### config.mk
export PLATFORM = sky130hd
export DESIGN_NAME = vid_pattern_src
export DESIGN_NICKNAME = d
export VERILOG_FILES = /design/src/rtl/vid_pattern_src.sv
export SDC_FILE = /design/constraint.sdc
export NUM_CORES = 1
export LEC_CHECK = 0
export ABC_AREA = 1
export CORE_MARGIN = 2
export CORE_UTILIZATION = 61
export CTS_CLUSTER_DIAMETER = 50
export DETAILED_ROUTE_END_ITERATION = 7
export PLACE_DENSITY = 0.82
export SLEW_MARGIN = 20
export SYNTH_ARGS = -nofsm -noshare
export SYNTH_HDL_FRONTEND = slang
export SYNTH_SLANG_ARGS = --single-unit
### constraint.sdc
create_clock -name I_pix_clk -period 5.7 [get_ports I_pix_clk]
set_input_delay 1.14 -clock I_pix_clk [delete_from_list [all_inputs] [get_ports I_pix_clk]]
set_output_delay 1.14 -clock I_pix_clk [all_outputs]
set_load 0.005 [all_outputs]
### src/rtl/vid_pattern_src.sv
// rtl/vid_pattern_src.sv - 1280x800 test-pattern video source (vs/hs/de + 8-bit RGB)
//
// Generates raster timing from two 11-bit counters (hcnt, vcnt) and a pixel
// colour from the pattern selected at each frame start. Every output is
// registered one clock after the counter state it represents.
//
// Ports:
//   I_pix_clk    pixel clock
//   I_rst_n      synchronous active-low reset
//   I_pat_sel    pattern select (0 solid, 1 bars, 2 ramp, 3 checker, 4 box,
//                5-7 solid); latched at frame start
//   I_solid_rgb  {R,G,B} used by the solid pattern; latched at frame start
//   O_vs/O_hs    active-high sync
//   O_de         data enable
//   O_data_r/g/b pixel colour, zero outside de
//   O_frame_cnt  completed-frame counter
module vid_pattern_src #(
    parameter int H_SYNC  = 100,
    parameter int H_BACK  = 80,
    parameter int H_VALID = 1280,
    parameter int H_TOTAL = 1520,
    parameter int V_SYNC  = 99,
    parameter int V_BACK  = 19,
    parameter int V_VALID = 800,
    parameter int V_TOTAL = 938,
    parameter int ZONE    = 53,
    parameter int BOX     = 64,
    parameter int BAR     = 160
) (
    input  logic        I_pix_clk,
    input  logic        I_rst_n,
    input  logic [2:0]  I_pat_sel,
    input  logic [23:0] I_solid_rgb,
    output logic        O_vs,
    output logic        O_hs,
    output logic        O_de,
    output logic [7:0]  O_data_r,
    output logic [7:0]  O_data_g,
    output logic [7:0]  O_data_b,
    output logic [15:0] O_frame_cnt
);

    localparam logic [10:0] H_SYNC_C  = 11'(H_SYNC);
    localparam logic [10:0] H_START_C = 11'(H_SYNC + H_BACK);
    localparam logic [10:0] H_END_C   = 11'(H_SYNC + H_BACK + H_VALID - 1);
    localparam logic [10:0] H_LAST_C  = 11'(H_TOTAL - 1);
    localparam logic [10:0] H_VALID_C = 11'(H_VALID);
    localparam logic [10:0] V_SYNC_C  = 11'(V_SYNC);
    localparam logic [10:0] V_START_C = 11'(V_SYNC + V_BACK);
    localparam logic [10:0] V_END_C   = 11'(V_SYNC + V_BACK + V_VALID - 1);
    localparam logic [10:0] V_LAST_C  = 11'(V_TOTAL - 1);
    localparam logic [10:0] V_VALID_C = 11'(V_VALID);
    localparam logic [10:0] ZONE_C    = 11'(ZONE);
    localparam logic [10:0] BOX_C     = 11'(BOX);
    localparam logic [10:0] BAR_C     = 11'(BAR);
    localparam logic [10:0] BX_STEP   = 11'd4;
    localparam logic [10:0] BY_STEP   = 11'd2;

    logic [10:0] hcnt;
    logic [10:0] vcnt;

    // Running position inside the current zone / bar, advanced per active pixel
    logic [10:0] zx;
    logic [10:0] zcol;
    logic [10:0] zy;
    logic [10:0] zrow;
    logic [10:0] bar_px;
    logic [2:0]  bar_idx;

    logic [2:0]  pat_l;
    logic [23:0] rgb_l;

    logic [10:0] bx;
    logic [10:0] by;
    logic        bx_pos;
    logic        by_pos;

    logic        h_act;
    logic        v_act;
    logic        de_c;
    logic        h_last;
    logic        v_last;
    logic        frame_start;
    logic [10:0] x;
    logic [10:0] y;
    logic [7:0]  gray;
    logic        in_box;
    logic [23:0] bar_rgb;
    logic [23:0] pix;

    always_comb begin
        h_act       = (hcnt >= H_START_C) && (hcnt <= H_END_C);
        v_act       = (vcnt >= V_START_C) && (vcnt <= V_END_C);
        de_c        = h_act && v_act;
        h_last      = (hcnt == H_LAST_C);
        v_last      = (vcnt == V_LAST_C);
        frame_start = (hcnt == 11'd0) && (vcnt == 11'd0);
        x           = hcnt - H_START_C;
        y           = vcnt - V_START_C;
        // x*51/256 approximates x/5 so the ramp spans 0..254 over 1280 pixels
        gray        = 8'((17'(x) * 17'd51) >> 8);
        in_box      = (x >= bx) && (x < bx + BOX_C) && (y >= by) && (y < by + BOX_C);
    end

    always_comb begin
        bar_rgb = 24'h000000;
        case (bar_idx)
            3'd0: bar_rgb = 24'hFFFFFF;
            3'd1: bar_rgb = 24'hFFFF00;
            3'd2: bar_rgb = 24'h00FFFF;
            3'd3: bar_rgb = 24'h00FF00;
            3'd4: bar_rgb = 24'hFF00FF;
            3'd5: bar_rgb = 24'hFF0000;
            3'd6: bar_rgb = 24'h0000FF;
            default: bar_rgb = 24'h000000;
        endcase
    end

    always_comb begin
        pix = rgb_l;
        case (pat_l)
            3'd1: pix = bar_rgb;
            3'd2: pix = {gray, gray, gray};
            3'd3: pix = (zcol[0] ^ zrow[0]) ? 24'hFFFFFF : 24'h000000;
            3'd4: pix = in_box ? 24'hFFFFFF : 24'h000000;
            default: pix = rgb_l;
        endcase
    end

    // Raster counters
    always_ff @(posedge I_pix_clk) begin
        if (!I_rst_n) begin
            hcnt <= 11'd0;
            vcnt <= 11'd0;
        end else begin
            hcnt <= h_last ? 11'd0 : hcnt + 11'd1;
            if (h_last) begin
                vcnt <= v_last ? 11'd0 : vcnt + 11'd1;
            end
        end
    end

    // Horizontal sub-counters are cleared one clock before the first active
    // pixel so they already describe x = 0 when that pixel is coloured.
    always_ff @(posedge I_pix_clk) begin
        if (!I_rst_n) begin
            zx      <= 11'd0;
            zcol    <= 11'd0;
            bar_px  <= 11'd0;
            bar_idx <= 3'd0;
        end else if (hcnt == H_START_C - 11'd1) begin
            zx      <= 11'd0;
            zcol    <= 11'd0;
            bar_px  <= 11'd0;
            bar_idx <= 3'd0;
        end else if (h_act) begin
            if (zx == ZONE_C - 11'd1) begin
                zx   <= 11'd0;
                zcol <= zcol + 11'd1;
            end else begin
                zx <= zx + 11'd1;
            end
            if (bar_px == BAR_C - 11'd1) begin
                bar_px <= 11'd0;
                if (bar_idx != 3'd7) begin
                    bar_idx <= bar_idx + 3'd1;
                end
            end else begin
                bar_px <= bar_px + 11'd1;
            end
        end
    end

    // Vertical sub-counters advance at the end of each line
    always_ff @(posedge I_pix_clk) begin
        if (!I_rst_n) begin
            zy   <= 11'd0;
            zrow <= 11'd0;
        end else if (h_last) begin
            if (vcnt == V_START_C - 11'd1) begin
                zy   <= 11'd0;
                zrow <= 11'd0;
            end else if (v_act) begin
                if (zy == ZONE_C - 11'd1) begin
                    zy   <= 11'd0;
                    zrow <= zrow + 11'd1;
                end else begin
                    zy <= zy + 11'd1;
                end
            end
        end
    end

    // Per-frame latches and box motion; a step that would push the box past
    // the active edge is replaced by a step in the opposite direction.
    always_ff @(posedge I_pix_clk) begin
        if (!I_rst_n) begin
            pat_l  <= 3'd0;
            rgb_l  <= 24'd0;
            bx     <= 11'd0;
            by     <= 11'd0;
            bx_pos <= 1'b1;
            by_pos <= 1'b1;
        end else if (frame_start) begin
            pat_l <= I_pat_sel;
            rgb_l <= I_solid_rgb;
            if (bx_pos) begin
                if (bx + BX_STEP + BOX_C <= H_VALID_C) begin
                    bx <= bx + BX_STEP;
                end else begin
                    bx_pos <= 1'b0;
                    bx     <= bx - BX_STEP;
                end
            end else begin
                if (bx >= BX_STEP) begin
                    bx <= bx - BX_STEP;
                end else begin
                    bx_pos <= 1'b1;
                    bx     <= bx + BX_STEP;
                end
            end
            if (by_pos) begin
                if (by + BY_STEP + BOX_C <= V_VALID_C) begin
                    by <= by + BY_STEP;
                end else begin
                    by_pos <= 1'b0;
                    by     <= by - BY_STEP;
                end
            end else begin
                if (by >= BY_STEP) begin
                    by <= by - BY_STEP;
                end else begin
                    by_pos <= 1'b1;
                    by     <= by + BY_STEP;
                end
            end
        end
    end

    // Output registers
    always_ff @(posedge I_pix_clk) begin
        if (!I_rst_n) begin
            O_vs        <= 1'b0;
            O_hs        <= 1'b0;
            O_de        <= 1'b0;
            O_data_r    <= 8'd0;
            O_data_g    <= 8'd0;
            O_data_b    <= 8'd0;
            O_frame_cnt <= 16'd0;
        end else begin
            O_vs <= (vcnt < V_SYNC_C);
            O_hs <= (hcnt < H_SYNC_C);
            O_de <= de_c;
            if (de_c) begin
                O_data_r <= pix[23:16];
                O_data_g <= pix[15:8];
                O_data_b <= pix[7:0];
            end else begin
                O_data_r <= 8'd0;
                O_data_g <= 8'd0;
                O_data_b <= 8'd0;
            end
            if (h_last && v_last) begin
                O_frame_cnt <= O_frame_cnt + 16'd1;
            end
        end
    end

endmodule

; ---- After elaboration in Yosys (flattened, before gate mapping)
; Cells that the tools add are included.
[totals]
register_bits = 174
latch_bits = 0
ramBits = 0
mem_bits_ro = 0
input_bits = 29
out_inout_bits = 43
word_cells = 120
mem_count = 0
[classes]
add_sub_neg = 19
mul = 1
div = 0
magnitude_cmp = 14
n_eq_ne = 18
n_shift = 0
mux = 25
bitwise_logic = 2
reduce_logical = 20
[ops]
columns = op, count
row1 = 24-bit one-hot mux with 7 select lines, 1
row2 = 11-bit 2-to-1 mux, 15
row3 = 24-bit one-hot mux with 4 select lines, 1
row4 = 11-bit by 1-bit adder with 11-bit output (second input constant), 7
row5 = 24-bit 2-to-1 mux, 2
row6 = 11-bit by 7-bit adder with 11-bit output (second input constant), 4
row7 = 11-bit by 6-bit equality test with 1-bit output (second input constant), 2
row8 = 11-bit by 8-bit equality test with 1-bit output (second input constant), 2
row9 = 11-bit >= comparator, 2
row10 = 11-bit by 10-bit <= comparator with 1-bit output (second input constant), 2
row11 = 11-bit <= comparator (second input constant), 2
row12 = 11-bit zero test, 2
row13 = 11-bit less-than comparator, 2
row14 = 11-bit by 7-bit less-than comparator with 1-bit output (second input constant), 2
row15 = 16-bit by 1-bit adder with 16-bit output (second input constant), 1
row16 = 11-bit by 6-bit multiplier with 16-bit output (second input constant), 1
row17 = 3-bit by 2-bit equality test with 1-bit output (second input constant), 4
row18 = 3-bit equality test (second input constant), 4
row19 = 11-bit by 2-bit adder with 11-bit output (second input constant), 1
row20 = 11-bit by 3-bit adder with 11-bit output (second input constant), 1
row21 = 11-bit by 10-bit equality test with 1-bit output (second input constant), 1
row22 = 11-bit equality test (second input constant), 1
row23 = 11-bit by 7-bit equality test with 1-bit output (second input constant), 1
row24 = 11-bit by 2-bit >= comparator with 1-bit output (second input constant), 1
row25 = 19 further kinds, 37

; ---- Longest topological paths before layout
; Gate-level depths: netlist of the first run.
[depth]
depth_word = 7
mapped_depth = 25
ltp_nobuf = 25

; ---- Worst setup path before layout of the first run
; Ideal clock, no wire load.
[synth_path]
kind = register to register
startpoint = register hcnt[2]
endpoint = register O_data_b[6]
setup_ps = 118
arrival_time_ps = 4001
t_required_ps = 5582
path_slack_ps = 1581
stages_incl_launch_ff = 20
n_path_buf = 0
synth_period_minus_slack_ps = 4119
cell_sequence = dfxtp_1 -> inv_1 -> ha_1 -> nor2_1 -> o21ai_0 -> xor2_1 -> inv_1 -> ha_1 -> fa_1 -> inv_1 -> fa_1 -> inv_1 -> ha_1 -> a21o_1 -> o21ai_0 -> nand3_1 -> o21ai_0 -> nand2_1 -> nor2_1 -> a21oi_2
[synth_via]
elab_chain_len = 7
word_cells_on_any_way = 14
cone_classes = add/sub (1) / mul (1) / order compare (4) / mux (2) / reduce/logical (6)
[synth_rtl]
columns = element, line
row1 = "start, declared", 59  ; logic [10:0] hcnt;
row2 = "start signal, assigned", 136  ; hcnt <= h_last ? 11'd0 : hcnt + 11'd1;
row3 = "parallel branches: the longest is 7 deep, another holds 11-bit by 6-bit multiplier with 16-bit output", --
row4 = "end signal, assigned", 257  ; O_data_b <= pix[7:0];
row5 = "end, declared", 39  ; output logic [7:0] O_data_b,
; Several ways; the timed one is not identified.
; A chain may end at the register's enable or synchronous reset.

; ---- Worst setup path in the final report of the first run
[layout_path]
startpoint = register hcnt[2]
endpoint = register O_data_g[5]
[layout_via]
elab_chain_len = 7
word_cells_on_any_way = 14
cone_classes = add/sub (1) / mul (1) / order compare (4) / mux (2) / reduce/logical (6)
[layout_rtl]
columns = element, line
row1 = "parallel branches: the longest is 7 deep, another holds 11-bit by 6-bit multiplier with 16-bit output", --
row2 = "end signal, assigned", 256  ; O_data_g <= pix[15:8];
row3 = "end, declared", 38  ; output logic [7:0] O_data_g,
; Several ways; the timed one is not identified.

==> run_results.csv, run 1 <==
group,metric,value,unit
run_status,outcome,"complete, no violations",
synthesis,synthesis.area,0.0112,mm²
worst_setup_path,cp_common_cell,"inv_1",
synthesis,syn-mean-instance-area,6.84,µm²
worst_setup_path,cpMaxStageDelayCell,"dfxtp_1",
pwr,power_density,251,mW/mm²
clocking,hold_buffers,0,
worst_setup_path,cp_cell_sequence,"inv_1 > ha_1 > nor2_1 > o21ai_0 > xor2_1 > inv_1 > nand2_1 > inv_1 > nor2_1 > fa_1 > inv_1 > fa_1 > inv_1 > ha_1 > a21oi_1 > o21ai_0 > nand2_1 > nand3_1 > o21ai_0 > nand2_1 > nor2_1 > nand2_1 > nand2_1 > inv_1",
detailed_routing,drtPass1Iterations,5,
detailed_routing,routed_via_density,5.57,
grt,grt_use_met3,5.13,%
synthesis,ys_ff_latch,151,
sta,fin_ws,0.968,ns
synthesis,synth_area_leaders,"dfxtp_1, nand2_1, ha_1, inv_1, a21oi_1",
sta,max_freq,211,MHz
clocking,max-clock-path-buffers,2,
place,dp_slack,1.11,ns
place,gp_congestion,0.980,
synthesis,synth_edf_count,0,
clocking,clkSinkCount,151,
synthesis,synth_flop_cell,"dfxtp_1",
detailed_routing,antenna_left,0,
grt,grt_remaining_overflow,0,
min_path,whs_path_depth,2,
pwr,peakVddDrop,0.348,mV
synthesis,syn_nets,1767,
place,hpwl,20400,µm
clocking,cts.clk_slew.worst_paths,0.07,ns
synthesis,synth_area_leader_cell,"dfxtp_1",
synthesis,synth.top_cell.area_share,27.1,%
sta,min_period_over_period,83.0,%
worst_setup_path,path_class,"flip-flop to flip-flop",
worst_setup_path,crit_arrival,5.06,ns
sta,timing.final.crit_period,4.73,ns
floorplan,core_area,0.0180,mm²
grt,grt_pass1_vias,9918,
detailed_routing,drt_iter0_drc,734,
pwr,power_leakage,5.48,nW
layout,final_common_cell,"nand2_1",
layout,area_growth,11.9,%
clocking,post_cts.repair.setup_buffers,0,
sta,tightest_slew,1.00,ns
clocking,cts_tree,"done",
worst_setup_path,max_stage_delay,0.50,ns
sta,rsz0062_at_grt,"no",
place,portBuffers,71,
layout,diodes,0,
grt,grtUsageMet1,36.4,%
layout,final_nets,1817,
sta,finalSetupTns,0,ns
sta,slew_violations,0,
grt,met2_usage,49.3,%
sta,skew,0.0121,ns
floorplan,num_rows,49,
grt,grt_max_degree,41,
floorplan,start_util,62.1,%
grt,track_usage,28.5,%
sta,setup_viol,0,
floorplan,die_y,139,µm
detailed_routing,num_vias,10700,
detailed_routing,drc,0,
layout,fin_cells,1923,
grt,grt_pass1_wl,46400,µm
detailed_routing,wire_per_inst,14.4,µm
worst_setup_path,rr_worst_depth,24,
detailed_routing,wirelength,27700,µm
synthesis,ys_warn_count,0,
min_path,hp-class,"flip-flop to flip-flop",
worst_setup_path,startpoint_type,"flip-flop",
layout,utilization,69.5,%
synthesis,synth_cells,1631,
worst_setup_path,crit_required,6.03,ns
floorplan,die_w,139,µm
worst_setup_path,cp-end-kind,"flip-flop",
synthesis,ys_async_sr_fraction,0,%
sta,hold-worst-slack,0.459,ns
clocking,insertion_delay,0.43,ns
worst_setup_path,crit_fanout,8,
layout,fill_cells,1551,
layout,layout-drive-gt1-share,7.32,%
clocking,cts_resized,0,
synthesis,synth.distinct_cells,54,
run,maxCapViolCount,0,
synthesis,yosysSeqAreaShare,27.1,%
clocking,clockRootBuffer,"clkbuf_16",
grt,antenna_found_initial,0,
layout,mostFrequentLayoutCells,"nand2_1, inv_1, dfxtp_1, nor2_1, a21oi_1",
sta,maxSlewHeadroom,32.9,%
sta,finalHoldViolations,0,
floorplan,die_area,0.0194,mm²
floorplan,io_pins,72,
clocking,htree_levels,4,
clocking,cts_buffers,17,
grt,busiest_layer,"met2",
place,dp_cells,1891,
-- layout make-up --
type / instances / area [µm²] / share of cell area (%)
Clock buffer: 19 / 443 / 3.55
Sequential cell: 151 / 3020 / 24.2
Inverter: 241 / 905 / 7.24
Clock inverter: 13 / 136 / 1.09
Timing Repair Buffer: 76 / 748 / 5.99
Multi-Input combinational cell: 1194 / 6950 / 55.6
Tap cell: 229 / 287 / 2.29
-- layer usage --
metal	share of wire, %	vias to the layer above
li1	-	5400
met4	1.6	0
met1	45	4907
met5	0	-
met2	48	352
met3	5.4	43
-- through the flow --
stage                     power, mW  instance area (µm²)
after global routing           3.31                12500
after floorplan                1.82                11200
after global placement         2.00                11900
after CTS                      3.14                12500
after detailed placement       2.01                11900
final                          3.14                12500
-- state kept, by name, summed over array words and instances (netlist names), 9 cells and up --
| signal | count |
|---|---|
| rgb_l | 24 |
| hcnt | 11 |
| zx | 11 |
| by | 10 |
| O_frame_cnt | 16 |
| vcnt | 11 |
| zy | 11 |
| bx | 9 |
| bar_px | 11 |
-- cell usage after synthesis, types with 2 or more instances --
cell type,number
inv_1,224
ha_1,97
a21oi_1,117
a21boi_0,4
nand2_2,20
a21oi_2,17
xor2_1,48
or2_1,4
and3_1,2
clkbuf_1,13
buf_6,8
dfxtp_1,151
nor4_1,14
buf_4,7
a31oi_1,6
o21bai_1,4
o21ai_2,3
xnor2_1,16
nor3_1,46
o31ai_1,2
fa_1,10
a21o_1,2
nand3_1,91
nand3b_1,11
a211oi_1,7
buf_2,14
nor2_1,147
nor3b_1,12
inv_2,16
nand4_1,39
nand3_2,5
or2_2,5
nor2_2,8
nor3_2,7
o211ai_1,4
o21a_1,6
nand2_1,351
nor4_2,3
o21ai_1,11
o21ai_0,65
-- final timing paths --
| path | from | end | slack, ns |
|---|---|---|---|
| min reg2reg | rgb_l[23] | rgb_l[23] | 0.46 |
| min | rgb_l[23] | rgb_l[23] | 0.46 |
| max | hcnt[2] | O_data_g[5] | 0.97 |
| max reg2reg | hcnt[2] | O_data_g[5] | 0.97 |
-- logic make-up after synthesis --
| kind of cell | count (synthesis) | share of synthesized area (%) |
|---|---|---|
| fa+ha+maj | 107 | 12.7 |
| compound gates | 252 | 12.8 |
| flops | 151 | 27.1 |
| simple gates | 771 | 31.7 |
| buf+inv | 286 | 10.7 |
| xor+xnor | 64 | 5.02 |
-- where the power goes --
group / total [mW] / switching (mW) / internal [mW]
clock network: 1.12 / 0.496 / 0.627
registers: 1.18 / 0.0716 / 1.10
logic: 0.842 / 0.541 / 0.301
total: 3.14 / 1.11 / 2.03
-- worst max-delay path: cells and delay by family (launching register included) --
kind / cells / cell delay (ns)
AND/OR/NAND/NOR: 9 / 0.91
XOR/XNOR: 1 / 0.19
buffers and inverters: 6 / 0.53
adder cells (fa/ha/maj): 4 / 1.63
flip-flops: 1 / 0.50
AO/OA/AOI/OAI: 4 / 0.87
Power figures use the tool's default switching activity.
==> run 2: changes to the inputs <==
CORE_UTILIZATION = 55   (was 61)
PLACE_DENSITY = 0.78   (was 0.82)
clock period = 3.9 ns   (was 5.7 ns; I/O delays follow)
==> run_results.csv, run 2 (synthesis results as in run 1) <==
group,metric,value,unit
floorplan,start_util,55.5,%
worst_setup_path,crit_family,"adder cells",
floorplan,die_y,146,µm
worst_setup_path,startpoint_type,"flip-flop",
detailed_routing,wire_per_inst,15.0,µm
worst_setup_path,r2r_start,"hcnt[2]",
sta,timing.final.crit_period,4.00,ns
min_path,holdCritStartpoint,"rgb_l[7]",
grt,track_usage,26.6,%
detailed_routing,drc,0,
place,gp_congestion,0.981,
layout,largest-register,"rgb_l",
min_path,holdPathEnd,"rgb_l[7]",
place,portBuffers,71,
floorplan,num_rows,52,
run_status,violations,"negative setup slack",
layout,layout-drive-gt1-share,14.4,%
clocking,max-clock-path-buffers,2,
pwr,total_power,4.92,mW
worst_setup_path,crit_required,4.23,ns
pwr,power_leakage,5.85,nW
layout,diodes,0,
clocking,cts.clk_slew.worst_paths,0.07,ns
worst_setup_path,r2r_slack,-0.1,ns
sta,max_freq,250,MHz
grt,grt_pass1_vias,10200,
worst_setup_path,crit_fanout,4,
detailed_routing,routed_via_density,5.50,
sta,rsz0062_at_grt,"yes",
layout,largest_registers,"rgb_l x24, O_frame_cnt x16",
layout,mostFrequentLayoutCells,"nand2_1, inv_1, dfxtp_1, nor2_1, a21oi_1",
sta,tightest_slew,1.23,ns
layout,area_growth,20.3,%
detailed_routing,wirelength,30200,µm
min_path,whs_path_depth,2,
sta,setup_viol,13,
sta,skew,0.0148,ns
layout,multi_input_area,0.00738,mm²
layout,largest_register_ffs,24,
clocking,insertion_delay,0.44,ns
floorplan,die_w,146,µm
worst_setup_path,crit_arrival,4.33,ns
pwr,power_density,366,mW/mm²
sta,finalHoldViolations,0,
place,dpl_cell_area,0.0123,mm²
run_status,outcome,"complete, but fails checks",
floorplan,die_area,0.0215,mm²
worst_setup_path,cp_cell_sequence,"inv_4 > ha_4 > nor2_4 > o21ai_2 > xor2_1 > inv_2 > ha_4 > fa_1 > inv_2 > fa_1 > inv_2 > ha_4 > a21o_1 > o21ai_1 > nand3_2 > o21ai_2 > nand2_1 > nor2_1 > a21oi_2",
clocking,htree_levels,4,
worst_setup_path,max_stage_delay,0.56,ns
detailed_routing,num_vias,11100,
sta,min_period_over_period,103,%
detailed_routing,drtPass1Iterations,6,
grt,grt_pass1_wl,47800,µm
floorplan,io_pins,72,
layout,final_common_cell,"nand2_1",
worst_setup_path,rr_worst_depth,19,
worst_setup_path,cp_num_buf_inv,4,
worst_setup_path,path_class,"flip-flop to flip-flop",
floorplan,core_area,0.0201,mm²
detailed_routing,antenna_left,0,
sta,maxSlewHeadroom,17.7,%
worst_setup_path,cpMaxStageDelayCell,"fa_1",
grt,antenna_found_initial,0,
clocking,clkSinkCount,151,
grt,grt_remaining_overflow,0,
layout,fin_area,0.0134,mm²
worst_setup_path,reg2reg_to,"O_data_b[6]",
clocking,cts_buffers,17,
pwr,peakVddDrop,0.265,mV
layout,final_nets,1868,
layout,fill_cells,1664,
place,hpwl,21200,µm
sta,slew_violations,0,
clocking,cts_tree,"done",
clocking,clockRootBuffer,"clkbuf_16",
sta,fin_ws,-0.100,ns
detailed_routing,drt_iter0_drc,907,
layout,seq_area,0.00303,mm²
min_path,hp-class,"flip-flop to flip-flop",
grt,grt_max_degree,40,
run,maxCapViolCount,0,
worst_setup_path,cp-end-kind,"flip-flop",
==> run 2: cell types whose count changed in the layout (fill, tap and decap cells not counted), sizes merged <==
cell      change
clkinv        +4
buf          +51
inv           +1
clkinvlp      -3
clkbuf        -2
==> run 2: layer usage <==
metal | vias up | wire length, µm | GRT usage [%]
li1 | 5523 | - | -
met1 | 5115 | 13000 | 34.2
met2 | 378 | 14700 | 46.4
met3 | 73 | 1660 | 3.81
met4 | 0 | 751 | 7.86
met5 | - | 0 | 0
==> run 2: per-stage QoR <==
stage,TNS [ns],hold slack (ns),worst slack [ns],cells,util (%)
global route,-3.85,0.470,-0.230,2015,66.8
global placement,-0.620,0.435,-0.0560,1977,61.2
detailed placement,-2.63,0.442,-0.184,1977,61.2
finish,-0.661,0.453,-0.100,2015,66.8
floorplan,0,0.424,0.00581,1631,-
CTS,-0.00163,0.452,-0.00163,2011,65.0
==> run 2: cell type report <==
class,instances,share of cell area [%]
Clock buffer,17,3.17
Clock inverter,15,1.47
Inverter,241,6.76
Multi-Input combinational cell,1194,55.0
Sequential cell,151,22.6
Tap cell,270,2.52
Timing Repair Buffer,127,8.51
==> run 2: worst max-delay path by stage <==
stage / start / to / slack, ns / cells past startpoint
floorplan: hcnt[5] / O_data_g[6] / 0.006 / 20
global placement: hcnt[3] / O_data_g[6] / -0.06 / 20
detailed placement: hcnt[3] / O_data_r[4] / -0.18 / 24
CTS: hcnt[2] / O_data_g[1] / -0.002 / 25
global route: hcnt[3] / O_data_g[4] / -0.23 / 21
finish: hcnt[2] / O_data_b[6] / -0.1 / 19
==> run 2: timing repair <==
item,4_1_cts,5_1_grt
pin swaps,5,34
setup endpoints to repair,24,24
gates resized for setup,24,87
hold buffers,0,0
buffers inserted,2,6
==> run 2: power by group <==
group | switching [mW] | total [mW] | internal [mW]
Clock | 0.809 | 1.74 | 0.931
Sequential | 0.104 | 1.72 | 1.61
Combinational | 0.907 | 1.46 | 0.556
==> run 2: worst reg2reg max path: cells and delay by family (launching register included) <==
kind / cells / cell delay, ns
buffers and inverters: 4 / 0.28
flip-flops: 1 / 0.39
XOR/XNOR: 1 / 0.24
adder cells (fa/ha/maj): 5 / 1.73
AO/OA/AOI/OAI: 5 / 0.80
AND/OR/NAND/NOR: 4 / 0.47
